File: config.mk
export PLATFORM = sky130hd
export DESIGN_NAME = ex_hazard_ctrl
export DESIGN_NICKNAME = d
export VERILOG_FILES = /design/src/rtl/ex_hazard_ctrl_pkg.sv /design/src/rtl/ex_hazard_detect.sv /design/src/rtl/ex_hazard_ctrl.sv
export SDC_FILE = /design/constraint.sdc
export NUM_CORES = 1
export LEC_CHECK = 0
export CORE_MARGIN = 1
export CORE_UTILIZATION = 49
export CTS_CLUSTER_SIZE = 14
export DETAILED_ROUTE_END_ITERATION = 8
export PLACE_DENSITY = 0.84
export SYNTH_ARGS = -nofsm -noshare
export SYNTH_HDL_FRONTEND = slang
export SYNTH_HIERARCHICAL = 1
export SYNTH_SLANG_ARGS = --single-unit
export TNS_END_PERCENT = 10
File: constraint.sdc
create_clock -name clk -period 5.23 [get_ports clk]
set_input_delay 0.7845 -clock clk [delete_from_list [all_inputs] [get_ports clk]]
set_output_delay 0.7845 -clock clk [all_outputs]
set_load 0.02 [all_outputs]
File: src/rtl/ex_hazard_ctrl_pkg.sv
// Shared definitions for the execute-stage hazard controller: FSM state
// encodings and the register-address bus width.
package ex_hazard_ctrl_pkg;

  localparam int REG_ABUS = 5;

  typedef enum logic [1:0] {
    HZ_RUN        = 2'd0,
    HZ_LOAD_STALL = 2'd1,
    HZ_REDIRECT   = 2'd2,
    HZ_MEM_WAIT   = 2'd3
  } hz_state_t;

  localparam logic [7:0] BCNT_SAT = 8'd255;

endpackage

File: src/rtl/ex_hazard_detect.sv
// Combinational load-use comparator: flags an ID instruction that reads the
// destination of a load still in EX (x0 never hazards).
module ex_hazard_detect
  import ex_hazard_ctrl_pkg::*;
(
  input  logic [REG_ABUS-1:0] i_rs1_addr,
  input  logic [REG_ABUS-1:0] i_rs2_addr,
  input  logic                i_rs1_used,
  input  logic                i_rs2_used,
  input  logic                i_ex_valid,
  input  logic                i_ex_is_load,
  input  logic [REG_ABUS-1:0] i_ex_wb_addr,
  output logic                o_hazard
);

  logic w_load_live;
  logic w_rs1_hit;
  logic w_rs2_hit;

  assign w_load_live = i_ex_valid & i_ex_is_load & (i_ex_wb_addr != '0);
  assign w_rs1_hit   = i_rs1_used & (i_rs1_addr == i_ex_wb_addr);
  assign w_rs2_hit   = i_rs2_used & (i_rs2_addr == i_ex_wb_addr);
  assign o_hazard    = w_load_live & (w_rs1_hit | w_rs2_hit);

endmodule

File: src/rtl/ex_hazard_ctrl.sv
// EX-stage sequencing controller: load-use stalls, redirect flushes and
// memory-busy freezes. Optional perf counters under EX_HAZARD_PERF_EN.
module ex_hazard_ctrl
  import ex_hazard_ctrl_pkg::*;
#(
  parameter int FLUSH_CYCLES      = 1,
  parameter int LOAD_STALL_CYCLES = 1,
  parameter int MEM_WAIT_MAX      = 15
) (
  input  logic                clk,
  input  logic                rst,
  input  logic [REG_ABUS-1:0] id_rs1_addr_i,
  input  logic [REG_ABUS-1:0] id_rs2_addr_i,
  input  logic                id_rs1_used_i,
  input  logic                id_rs2_used_i,
  input  logic                ex_valid_i,
  input  logic                ex_is_load_i,
  input  logic [REG_ABUS-1:0] ex_wb_addr_i,
  input  logic                ex_redirect_i,
  input  logic                mem_busy_i,
  output logic                stall_if_o,
  output logic                stall_id_o,
  output logic                bubble_ex_o,
  output logic                flush_id_o,
  output logic                pc_redirect_o,
  output logic                freeze_o,
  output logic                mem_timeout_o,
  output logic [1:0]          state_o
`ifdef EX_HAZARD_PERF_EN
  ,
  output logic [31:0]         perf_stall_cnt_o,
  output logic [31:0]         perf_flush_cnt_o,
  output logic [31:0]         perf_freeze_cnt_o
`endif
);

  localparam logic [2:0] FLUSH_RELOAD = 3'((FLUSH_CYCLES > 1) ? FLUSH_CYCLES - 2 : 0);
  localparam logic [2:0] STALL_RELOAD = 3'((LOAD_STALL_CYCLES > 1) ? LOAD_STALL_CYCLES - 2 : 0);
  localparam logic [7:0] WAIT_LIMIT   = 8'(MEM_WAIT_MAX);

  hz_state_t  r_state;
  logic [2:0] r_cnt;
  logic [7:0] r_bcnt;
  logic       r_timeout;

  hz_state_t  w_state_nxt;
  logic [2:0] w_cnt_nxt;
  logic [7:0] w_bcnt_nxt;
  logic       w_hazard;
  logic       w_stall;
  logic       w_flush;
  logic       w_redir;
  logic       w_freeze;
  logic       w_busy_tick;
  logic       w_timeout_set;

  ex_hazard_detect u_detect (
    .i_rs1_addr   (id_rs1_addr_i),
    .i_rs2_addr   (id_rs2_addr_i),
    .i_rs1_used   (id_rs1_used_i),
    .i_rs2_used   (id_rs2_used_i),
    .i_ex_valid   (ex_valid_i),
    .i_ex_is_load (ex_is_load_i),
    .i_ex_wb_addr (ex_wb_addr_i),
    .o_hazard     (w_hazard)
  );

  // w_busy_tick marks a busy cycle that belongs to a freeze episode and
  // therefore advances the timeout counter.
  always_comb begin
    w_state_nxt = r_state;
    w_cnt_nxt   = r_cnt;
    w_bcnt_nxt  = r_bcnt;
    w_stall     = 1'b0;
    w_flush     = 1'b0;
    w_redir     = 1'b0;
    w_freeze    = 1'b0;
    w_busy_tick = 1'b0;
    unique case (r_state)
      HZ_RUN: begin
        if (mem_busy_i) begin
          w_freeze    = 1'b1;
          w_busy_tick = 1'b1;
          w_bcnt_nxt  = 8'd1;
          w_state_nxt = HZ_MEM_WAIT;
        end else if (ex_redirect_i) begin
          w_redir = 1'b1;
          w_flush = 1'b1;
          if (FLUSH_CYCLES > 1) begin
            w_state_nxt = HZ_REDIRECT;
            w_cnt_nxt   = FLUSH_RELOAD;
          end
        end else if (w_hazard) begin
          w_stall = 1'b1;
          if (LOAD_STALL_CYCLES > 1) begin
            w_state_nxt = HZ_LOAD_STALL;
            w_cnt_nxt   = STALL_RELOAD;
          end
        end
      end
      HZ_LOAD_STALL: begin
        if (mem_busy_i) begin
          w_freeze    = 1'b1;
          w_busy_tick = 1'b1;
          w_bcnt_nxt  = 8'd1;
          w_cnt_nxt   = 3'd0;
          w_state_nxt = HZ_MEM_WAIT;
        end else begin
          w_stall = 1'b1;
          if (r_cnt == 3'd0) w_state_nxt = HZ_RUN;
          else               w_cnt_nxt   = r_cnt - 3'd1;
        end
      end
      HZ_REDIRECT: begin
        if (mem_busy_i) begin
          w_freeze = 1'b1;
        end else begin
          w_flush = 1'b1;
          if (r_cnt == 3'd0) w_state_nxt = HZ_RUN;
          else               w_cnt_nxt   = r_cnt - 3'd1;
        end
      end
      HZ_MEM_WAIT: begin
        if (mem_busy_i) begin
          w_freeze    = 1'b1;
          w_busy_tick = 1'b1;
          if (r_bcnt != BCNT_SAT) w_bcnt_nxt = r_bcnt + 8'd1;
        end else begin
          w_state_nxt = HZ_RUN;
        end
      end
      default: w_state_nxt = HZ_RUN;
    endcase
  end

  assign w_timeout_set = w_busy_tick & (w_bcnt_nxt >= WAIT_LIMIT);

  always_ff @(posedge clk) begin
    if (rst) begin
      r_state   <= HZ_RUN;
      r_cnt     <= 3'd0;
      r_bcnt    <= 8'd0;
      r_timeout <= 1'b0;
    end else begin
      r_state <= w_state_nxt;
      r_cnt   <= w_cnt_nxt;
      r_bcnt  <= w_bcnt_nxt;
      if (w_timeout_set) r_timeout <= 1'b1;
    end
  end

  // Reset forces every output low in the cycle it is asserted.
  assign stall_if_o    = ~rst & w_stall;
  assign stall_id_o    = ~rst & w_stall;
  assign bubble_ex_o   = ~rst & w_stall;
  assign flush_id_o    = ~rst & w_flush;
  assign pc_redirect_o = ~rst & w_redir;
  assign freeze_o      = ~rst & w_freeze;
  assign mem_timeout_o = ~rst & (r_timeout | w_timeout_set);
  assign state_o       = rst ? 2'd0 : r_state;

`ifdef EX_HAZARD_PERF_EN
  logic [31:0] r_perf_stall;
  logic [31:0] r_perf_flush;
  logic [31:0] r_perf_freeze;

  always_ff @(posedge clk) begin
    if (rst) begin
      r_perf_stall  <= 32'd0;
      r_perf_flush  <= 32'd0;
      r_perf_freeze <= 32'd0;
    end else begin
      if (bubble_ex_o) r_perf_stall  <= r_perf_stall + 32'd1;
      if (flush_id_o)  r_perf_flush  <= r_perf_flush + 32'd1;
      if (freeze_o)    r_perf_freeze <= r_perf_freeze + 32'd1;
    end
  end

  assign perf_stall_cnt_o  = r_perf_stall;
  assign perf_flush_cnt_o  = r_perf_flush;
  assign perf_freeze_cnt_o = r_perf_freeze;
`endif

endmodule
==> reports/metrics.sh <==
OUTCOME='finished clean'
CTS-RESIZED-GATES=0
WIRE_PER_INST_UM=13.6
VIAS=972
WORST_SLEW_PIN_SLEW_PS=661
ROWS=16
GRT.MET1_USAGE=0.283
ROUTE.DETAILED.DRC=0
FP.DIEAREA_UM2=2260
NETLIST_AREA_UM2=1020
HORIZONTAL_DIE_DIMENSION_UM=47.6
FINAL_PERIOD_UTILIZATION=0.786
GP_CONGESTION=0.851
CTS.SINKS=14
CTS.CLK_SLEW.WORST_PATHS_PS=80
WORST_VDD_RAIL_IR_DROP_V=0.000162
GLOBAL_ROUTE.OVERFLOW_TOTAL=0
FINALCLOCKSKEW_PS=7.87
CTS_INSERTED_BUFFERS=3
CTS_TREE='yes'
ANTENNA_VIOLATIONS_BEFORE_REPAIR=0
SYNTH-MAIN-FF-CELL='dfxtp_1'
POST_SYNTHESIS_SEQUENTIAL_ELEMENT_COUNT=14
FINAL-MAX-SLEW-VIOLATION-COUNT=0
GLOBALROUTE.BUSIESTLAYER='met2'
MIN_DELAY_PATH_DEPTH=2
UNREPAIRED_SETUP_ENDPOINTS_AFTER_GLOBAL_ROUTING='no'
GRTUSAGETOTAL=0.233
DETAILEDROUTE.FIRSTPASSITERATIONCOUNT=4
WORSTSKEWPAIRLATENCY_PS=280
FINAL-SETUP-VIOL-COUNT=0
GRT_PASS1_WL_UM=3730
N_ANTENNA_CELL=0
MAXCAPVIOLCOUNT=0
ROUTED_WIRELENGTH_UM=2370
PERIOD_MINUS_SLACK_PS=4110
POWERDENSITY_nW_PER_UM2=182
WORSTSETUPENDPOINTTYPE='output pin'
P_LEAK_uW=0.000492
POSTSYNTHCELLCOUNT=119
CLOCKBUFFERDEPTH=2
GRT_USE_MET3=0.0755
SYNTH_CELL_TYPE_COUNT=40
FIN_TNS_SETUP_PS=0
SYNTH.YOSYS.WARNINGS=6
CTS-HTREE-LEVELS=1
CP.REQUIRED_PS=4450
FF2FF_PATH_DEPTH=6
ARRIVAL_PS=3330
CLOCK_TREE.ROOT_CELL='clkbuf_4'
FINAL.FILL_COUNT=180
IOS=32
FIN_UTIL=0.680
SEQ_AREA_FRAC_SYNTH=0.275
DETAILED_PLACE_HPWL_UM=1910
CTS-HOLD-FIX-BUFFERS=0
MAXCLOCKFREQUENCY_MHz=243
POST_DRT_VIA_CELL_RATIO=5.59
R2R_SLACK_PS=3340
HP-CLASS='reg2reg'
INITIAL_UTILIZATION=0.519
FIRST_ITER_VIOLATIONS=42
SYN_AVG_CELL_AREA_UM2=8.56
POST_ROUTE_CELLS_DRIVE_ABOVE_1_SHARE=0.0884
GRT_UTIL_MET2=0.411
TIMING.CRITICAL_PATH.FROM_TYPE='input port'
PLACEMENT.IO_BUFFERS=31
TIMING_HOLD_VIOLATIONS_FINAL=0
SYNTH.NET_COUNT=145
NUMBER_OF_GLOBAL_ROUTE_VIAS_BEFORE_REPAIR=877
ANTENNA_LEFT=0
SYNTH_EDF_COUNT=0
DIEHEIGHT_UM=47.6
SYN_TO_FINAL_GROWTH_PCT=31.0
SLEW-LIMIT-HEADROOM=0.558
COREAREA_UM2=1960
POSTSYNTH.ASYNCRESETSHARE=0
GRT_MAX_DEGREE=20
LAYOUT.NETS=174
POSTCTSSETUPREPAIRBUFS=0
CRIT_TYPE='in2out'
WORSTPATHMAXFANOUT=12
## layer usage
metal,vias to the layer above,share of wire
li1,492,-
met1,447,0.45
met2,29,0.50
met3,4,0.043
met4,0,0.013
met5,-,0
## cells by family after synthesis
family / synth area share
buffers and inverters: 0.0786
multiplexers: 0.0455
adder cells (fa/ha/maj): 0.0369
AND/OR/NAND/NOR: 0.276
XOR/XNOR: 0.112
AO/OA/AOI/OAI: 0.176
flip-flops: 0.275
## worst paths after layout
path / from / to
setup / recovery: mem_busy_i / mem_timeout_o
setup reg to reg: r_bcnt[0] / r_timeout
hold / removal: r_cnt[1] / r_cnt[1]
hold reg to reg: r_cnt[1] / r_cnt[1]
## power breakdown
| part | total [uW] | switching (uW) | internal [uW] |
|---|---|---|---|
| clock network | 79.4 | 37.1 | 42.4 |
| registers | 112 | 3.51 | 108 |
| logic | 51.0 | 22.4 | 28.5 |
## final cells by class
type	count	area, um2	share of cell area
clock buffer	4	36.3	0.0272
inverter	4	15.0	0.0113
multi-input combinational	94	658	0.493
sequential	14	280	0.210
tap	27	33.8	0.0253
timing repair buffer	31	310	0.233
## registers in the layout, indices dropped and copies added (netlist names)
name,flops
r_bcnt,8
r_cnt,3
r_state,2
r_timeout,1
## through the flow
stage / worst slack [ps] / hold WS, ps / cell area [um2] / total power (uW) / std cells
after global placement: 1220 / 502 / 1300 / 163 / 170
after global routing: 959 / 601 / 1330 / 252 / 174
after CTS: 1130 / 537 / 1330 / 244 / 174
after floorplan: 1920 / 490 / 1020 / 141 / 119
after detailed placement: 1150 / 526 / 1300 / 165 / 170
final: 1120 / 533 / 1330 / 242 / 174
## Yosys cell counts (all sizes together), types with 2 or more instances
| library cell | instances | area, um2 |
|---|---|---|
| nor3b | 2 | 15.0 |
| a211oi | 2 | 15.0 |
| a21oi | 8 | 40.0 |
| xor2 | 9 | 78.8 |
| mux2i | 2 | 20.0 |
| nor3 | 2 | 10.0 |
| nor4 | 4 | 25.0 |
| mux2 | 2 | 26.3 |
| nand2 | 5 | 18.8 |
| ha | 3 | 37.5 |
| nor2b | 6 | 37.5 |
| nand3 | 7 | 35.0 |
| inv | 4 | 15.0 |
| and3 | 4 | 27.5 |
| dfxtp | 14 | 280 |
| a311oi | 3 | 26.3 |
| nand2b | 2 | 12.5 |
| xnor2 | 4 | 35.0 |
| nor2 | 12 | 47.6 |
| a31oi | 3 | 18.8 |
| buf | 7 | 65.1 |
## critical path, cell delays in order
cell	delay [ps]
clkdlybuf4s50_1	680
nand3_1	200
a31o_4	280
nor3b_1	230
o2111ai_1	180
a311oi_1	300
clkdlybuf4s50_1	660
## cell usage in the layout (no fill, tap or decap), types with 3 or more instances in the layout
master	Yosys	routed
a21oi_1	8	8
a311oi_1	3	3
a31oi_1	3	3
clkbuf_4	0	3
clkdlybuf4s50_1	0	31
dfxtp_1	14	14
ha_1	3	3
inv_1	4	4
nand2_1	5	5
nand3_1	7	7
nor2_1	11	11
nor2b_1	6	6
nor4_1	4	4
xnor2_1	4	4
xor2_1	9	9
Note: power is estimated with default switching activity, not from simulation.
